===== config.mk =====
export PLATFORM = sky130hd
export DESIGN_NAME = unscrambler2
export DESIGN_NICKNAME = d
export VERILOG_FILES = /design/src/rtl/unscrambler2_pkg.sv /design/src/rtl/unscrambler2_log.sv /design/src/rtl/unscrambler2.sv
export SDC_FILE = /design/constraint.sdc
export NUM_CORES = 1
export LEC_CHECK = 0
export ABC_AREA = 1
export BUFFER_PORTS_ARGS = -buffer_cell sky130_fd_sc_hd__buf_2
export CORE_AREA = 10 10 133 135
export CTS_BUF_LIST = sky130_fd_sc_hd__clkbuf_4
export DETAILED_ROUTE_END_ITERATION = 12
export DIE_AREA = 0 0 143 145
export PLACE_DENSITY = 0.74
export SLEW_MARGIN = 25
export SYNTH_ARGS = -nofsm -noshare
export SYNTH_HDL_FRONTEND = slang
export SYNTH_SLANG_ARGS = --single-unit
export TNS_END_PERCENT = 30

===== constraint.sdc =====
create_clock -name clk -period 3 [get_ports clk]
set_input_delay 0.15 -clock clk [delete_from_list [all_inputs] [get_ports clk]]
set_output_delay 0.15 -clock clk [all_outputs]
set_load 0.02 [all_outputs]

===== src/rtl/unscrambler2_pkg.sv =====
// rtl/unscrambler2_pkg.sv - shared widths and FSM encoding for the swap unscrambler
package unscrambler2_pkg;

   localparam int ADDR_W_DEF = 5;
   localparam int DATA_W_DEF = 8;

   typedef enum logic [2:0] {
      IDLE = 3'd0,
      LD_I = 3'd1,
      WR_I = 3'd2,
      WR_J = 3'd3,
      FIN  = 3'd4
   } state_t;

endpackage


===== src/rtl/unscrambler2_log.sv =====
// rtl/unscrambler2_log.sv - LIFO of swap partner indices, one entry per forward swap step
module unscrambler2_log
   import unscrambler2_pkg::*;
#(
   parameter int ADDR_W = ADDR_W_DEF,
   parameter int DEPTH  = 2**ADDR_W_DEF
) (
   input  logic              clk,
   input  logic              rst_n,
   input  logic              clr,
   input  logic              wr,
   input  logic [ADDR_W-1:0] wr_j,
   input  logic              pop,
   input  logic [ADDR_W-1:0] rd_idx,
   output logic [ADDR_W-1:0] rd_j,
   output logic [ADDR_W:0]   count,
   output logic              ovf
);

   localparam logic [ADDR_W:0] FULL = (ADDR_W+1)'(DEPTH);

   logic [ADDR_W-1:0] mem [DEPTH];
   logic              full;
   logic              push;

   assign full = (count == FULL);
   assign push = wr && !clr && !full;

   // Entry contents need no reset; count alone decides what is valid.
   always_ff @(posedge clk) begin
      if (push) begin
         mem[count[ADDR_W-1:0]] <= wr_j;
      end
   end

   always_ff @(posedge clk or negedge rst_n) begin
      if (!rst_n) begin
         count <= '0;
         ovf   <= 1'b0;
      end else if (clr) begin
         count <= '0;
         ovf   <= 1'b0;
      end else if (wr) begin
         if (full) begin
            ovf <= 1'b1;
         end else begin
            count <= count + (ADDR_W+1)'(1);
         end
      end else if (pop && (count != '0)) begin
         count <= count - (ADDR_W+1)'(1);
      end
   end

   assign rd_j = mem[rd_idx];

endmodule


===== src/rtl/unscrambler2.sv =====
// rtl/unscrambler2.sv - replays logged swaps in reverse against the shared regfile
module unscrambler2
   import unscrambler2_pkg::*;
#(
   parameter int ADDR_W = ADDR_W_DEF,
   parameter int DATA_W = DATA_W_DEF,
   parameter int DEPTH  = 2**ADDR_W_DEF
) (
   input  logic              clk,
   input  logic              rst_n,
   input  logic              log_clr,
   input  logic              log_wr,
   input  logic [ADDR_W-1:0] log_j,
   input  logic              start,
   output logic              busy,
   output logic              done,
   output logic [ADDR_W:0]   count,
   output logic              ovf,
   output logic [ADDR_W-1:0] rf_r_addr,
   input  logic [DATA_W-1:0] rf_dout,
   output logic [ADDR_W-1:0] rf_w_addr,
   output logic [DATA_W-1:0] rf_din,
   output logic              rf_wr_en
);

   state_t            state;
   state_t            state_nxt;
   logic [ADDR_W-1:0] k;
   logic [ADDR_W-1:0] jr;
   logic [ADDR_W-1:0] log_rd_j;
   logic [DATA_W-1:0] temp;
   logic              idle;
   logic              count_zero;

   assign idle       = (state == IDLE);
   assign count_zero = (count == '0);

   // Log edits are only legal while idle; pops track the second write of each swap.
   unscrambler2_log #(
      .ADDR_W (ADDR_W),
      .DEPTH  (DEPTH)
   ) u_log (
      .clk    (clk),
      .rst_n  (rst_n),
      .clr    (log_clr && idle),
      .wr     (log_wr && idle),
      .wr_j   (log_j),
      .pop    (state == WR_J),
      .rd_idx (k),
      .rd_j   (log_rd_j),
      .count  (count),
      .ovf    (ovf)
   );

   always_ff @(posedge clk or negedge rst_n) begin
      if (!rst_n) begin
         state <= IDLE;
      end else begin
         state <= state_nxt;
      end
   end

   always_comb begin
      state_nxt = state;
      case (state)
         IDLE: begin
            if (start) begin
               state_nxt = count_zero ? FIN : LD_I;
            end
         end
         LD_I:    state_nxt = WR_I;
         WR_I:    state_nxt = WR_J;
         WR_J:    state_nxt = (k == '0) ? FIN : LD_I;
         FIN:     state_nxt = IDLE;
         default: state_nxt = IDLE;
      endcase
   end

   // k walks the log from newest to oldest; jr and temp hold one swap in flight.
   always_ff @(posedge clk or negedge rst_n) begin
      if (!rst_n) begin
         k    <= '0;
         jr   <= '0;
         temp <= '0;
      end else begin
         case (state)
            IDLE: begin
               if (start && !count_zero) begin
                  k <= ADDR_W'(count - (ADDR_W+1)'(1));
               end
            end
            LD_I: begin
               temp <= rf_dout;
               jr   <= log_rd_j;
            end
            WR_J: begin
               if (k != '0) begin
                  k <= k - ADDR_W'(1);
               end
            end
            default: ;
         endcase
      end
   end

   always_comb begin
      busy      = 1'b0;
      done      = 1'b0;
      rf_r_addr = '0;
      rf_w_addr = '0;
      rf_din    = '0;
      rf_wr_en  = 1'b0;
      case (state)
         LD_I: begin
            busy      = 1'b1;
            rf_r_addr = k;
         end
         WR_I: begin
            busy      = 1'b1;
            rf_r_addr = jr;
            rf_w_addr = k;
            rf_din    = rf_dout;
            rf_wr_en  = 1'b1;
         end
         WR_J: begin
            busy      = 1'b1;
            rf_w_addr = jr;
            rf_din    = temp;
            rf_wr_en  = 1'b1;
         end
         FIN: begin
            done = 1'b1;
         end
         default: ;
      endcase
   end

endmodule


==> summary.md <==
| Metric | Value |
|---|---|
| Outcome | finished, final reports clean |
| Worst Path Max Fanout | 19 |
| Clock transition at the registers of the reported paths | approximately 160 ps |
| Synth Cell Area | between 8000 and 9000 um2 |
| RSZ-0062 raised after global routing | false |
| Starting density of the core | approximately 59% |
| Met2 Use GR | between 30 and 40% |
| Post-Syn Instances | approximately 940 |
| Clk_lat worst skew | ~580 ps |
| Vias in the first global route | 5,973 |
| Fillers | approximately 1,200 |
| Max Slew Vio Count | 0 |
| Leak | 4.34 nW |
| CP endpoint kind | output port |
| Syn Nets | approximately 970 |
| Hpwl dp | 12,600 um |
| Synth top area cells | edfxtp_1 (54%), nand2_1 (13%), dfrtp_1 (7.9%), nand3_1 (6.1%), inv_1 (6.1%) |
| M3 GR Usage | 4.11% |
| Worst-margin pin slew | approximately 820 ps |
| Hold slack | approximately 29 ps |
| Most used routing layer | met2 |
| Crit path kind | register to output port |
| Routed wire length per instance | 16.4 um |
| Synth Flop Type | edfxtp_1 |
| CTS Buf Count | 17 |
| Slew headroom | between 40% and 50% |
| Post-route DRC | 0 |
| Number of max-cap violations | 0 |
| Gpl congestion | ~0.9 |
| Max Clock Freq | 0.443 GHz |
| Setup Skew | around 34 ps |
| Most common cell in the netlist | nand2_1 |
| PortBufs | 45 |
| CORE AREA | 15,000 um2 |
| Ys Warns | 0 |
| Crit path launch type | register |
| Nets | a little over 1,000 |
| Number of enable flip-flop cells after synthesis | 160 |
| Initial DRC Count | ~730 |
| Io pins | 46 |
| HP Class | primary input to register |
| Root buffer cell | clkbuf_4 |
| Fraction of layout cells with a size suffix above 1 | 11.4% |
| VDD IR max | 556 uV |
| Final Setup Violations | 0 |
| Largest net degree at the start of global routing | about 80 |
| Die ar. | around 21,000 um2 |
| Final Util | 63.9% |
| CTS sink cnt | about 190 |
| P&R area growth vs syn | 8.04% |
| Final wirelength | ~20,000 um |
| H-tree Lvls | 4 |
| Post-synth cell types | 35 |
| Tcrit/Tclk final | about three quarters |
| Post-CTS setup buffers | 0 |
| Global Route Usage Sum | a little under a fifth |
| Initial antenna violation count | 1 |
| Pre-Repair DR Iteration Count | 6 |
| Cts repair resizes | 0 |
| First-pass GRT wire length | 31,000 um |
| Die width | about 140 um |
| Ys async rst share | 14.9% |
| Crit path DAT | 2110 ps |
| Vias per std cell | 5.30 |
| Syn avg cell area | 9.42 um2 |
| # rows | 45 |
| Hold Vio Cnt, Final | 0 |
| Critical Path RT | 2850 ps |
| Chip height | around 150 um |
| Area leader, netlist | edfxtp_1 |
| Top post-synthesis cells by count | nand2_1 (309), edfxtp_1 (160), inv_1 (145) |
| Register area share after synthesis | roughly three fifths |
| Met1 Track Usage GR | about a quarter |
| Crit path time final | 2260 ps |
| Synth top area share | a little over half |
| CTS hold repair buffers | 10 |
| #FFs+latches synth | 188 |
| Power density over cell area | roughly 900 nW/um2 |
| CTS Buffer Depth | 2 |
| Total Neg Setup Slack | 0 ps |
| Routed Antenna Nets | 0 |
| Total number of vias | roughly 6,300 |
| Gr ovfl total | 0 |
| PnR Total Power | about 0.0084 W |
| CTS tree | built |
[report_power, final]
group | switching [W] | leakage, nW | total [W] | internal, W
clock network | 0.000778 | 0.163 | 0.00141 | 0.000628
registers | 0.000197 | 1.78 | 0.00324 | 0.00304
logic | 0.00262 | 2.39 | 0.00375 | 0.00113
[state kept, by name, indices dropped and copies added (netlist names)]
name / flops
jr: 5
k: 5
state: 3
temp: 8
u_log.count: 6
u_log.mem: 160
u_log.ovf: 1
[cells in the final DEF (no fill, tap or decap), drive strengths merged]
cell	count
dfrtp	28
xor2	6
nand3	112
inv	156
diode	1
nor2	58
a21oi	3
nor3	3
edfxtp	160
mux2i	1
a31oi	1
clkbuf	23
buf	51
o22ai	11
dlygate4sd3	10
clkinvlp	1
ha	6
o22a	1
o21ai	35
bufinv	3
xnor2	2
clkinv	6
nand2	320
o21a	2
[through the flow]
stage	cells	worst slack, ps	cell area (um2)
after global placement	1145	970	9200
after global routing	1188	616	9600
after floorplan	943	1010	8880
after detailed placement	1145	896	9200
final	1188	742	9600
after CTS	1187	718	9600
[area by class of cell]
| class | count | area, um2 | share of cell area, % |
|---|---|---|---|
| diodes | 1 | 2.50 | 0.0261 |
| clock buffers | 23 | 173 | 1.80 |
| clock inverters | 9 | 124 | 1.29 |
| inverters | 157 | 601 | 6.26 |
| multi-input cells | 561 | 2570 | 26.8 |
| flip-flops and latches | 188 | 5510 | 57.4 |
| well taps | 188 | 235 | 2.45 |
| repair buffers | 61 | 383 | 3.99 |
[metal layers]
metal | vias up | share of wire (%)
met5 | - | 0
met1 | 2942 | 43
met2 | 234 | 48
li1 | 3096 | -
met4 | 0 | 2.2
met3 | 26 | 7.4
[worst paths after layout]
check                                           start                          to  slack, ps  cells past startpoint
setup / recovery                 state[1]$_DFFE_PN0P_                rf_r_addr[3]        740                      5
hold / removal                                 log_wr  u_log.count[5]$_DFFE_PN0P_         30                      5
setup reg to reg           u_log.count[0]$_DFFE_PN0P_  u_log.mem[25][1]$_DFFE_PP_        880                      7
hold reg to reg                   temp[5]$_DFFE_PN0N_         temp[5]$_DFFE_PN0N_        510                      2
max in group asynchronous                       rst_n         temp[7]$_DFFE_PN0N_       2420                      2
min in group asynchronous                       rst_n        state[0]$_DFFE_PN0P_        110                      2
[cell families (layout without fill, tap and decap cells)]
group                      Yosys count  count (layout)  share of synthesized area, %
DFF                                188             188                          62.0
xor gates and xnor gates             8               8                         0.789
and+or+nand+nor                    493             493                          24.0
muxes                                1               1                         0.113
buffers and inverters              194             250                          9.05
adders and majority gates            6               6                         0.845
other                                0               1                             0
AOI/OAI and AO/OA                   53              53                          3.25
[worst max-delay path, stage by stage (launching register included)]
cell and delay, ps:
dfrtp_1 480, inv_2 70, nor2_4 120, nand2_1 340
o22ai_1 310, buf_2 200
No activity file was read; power rests on OpenSTA's default activity.
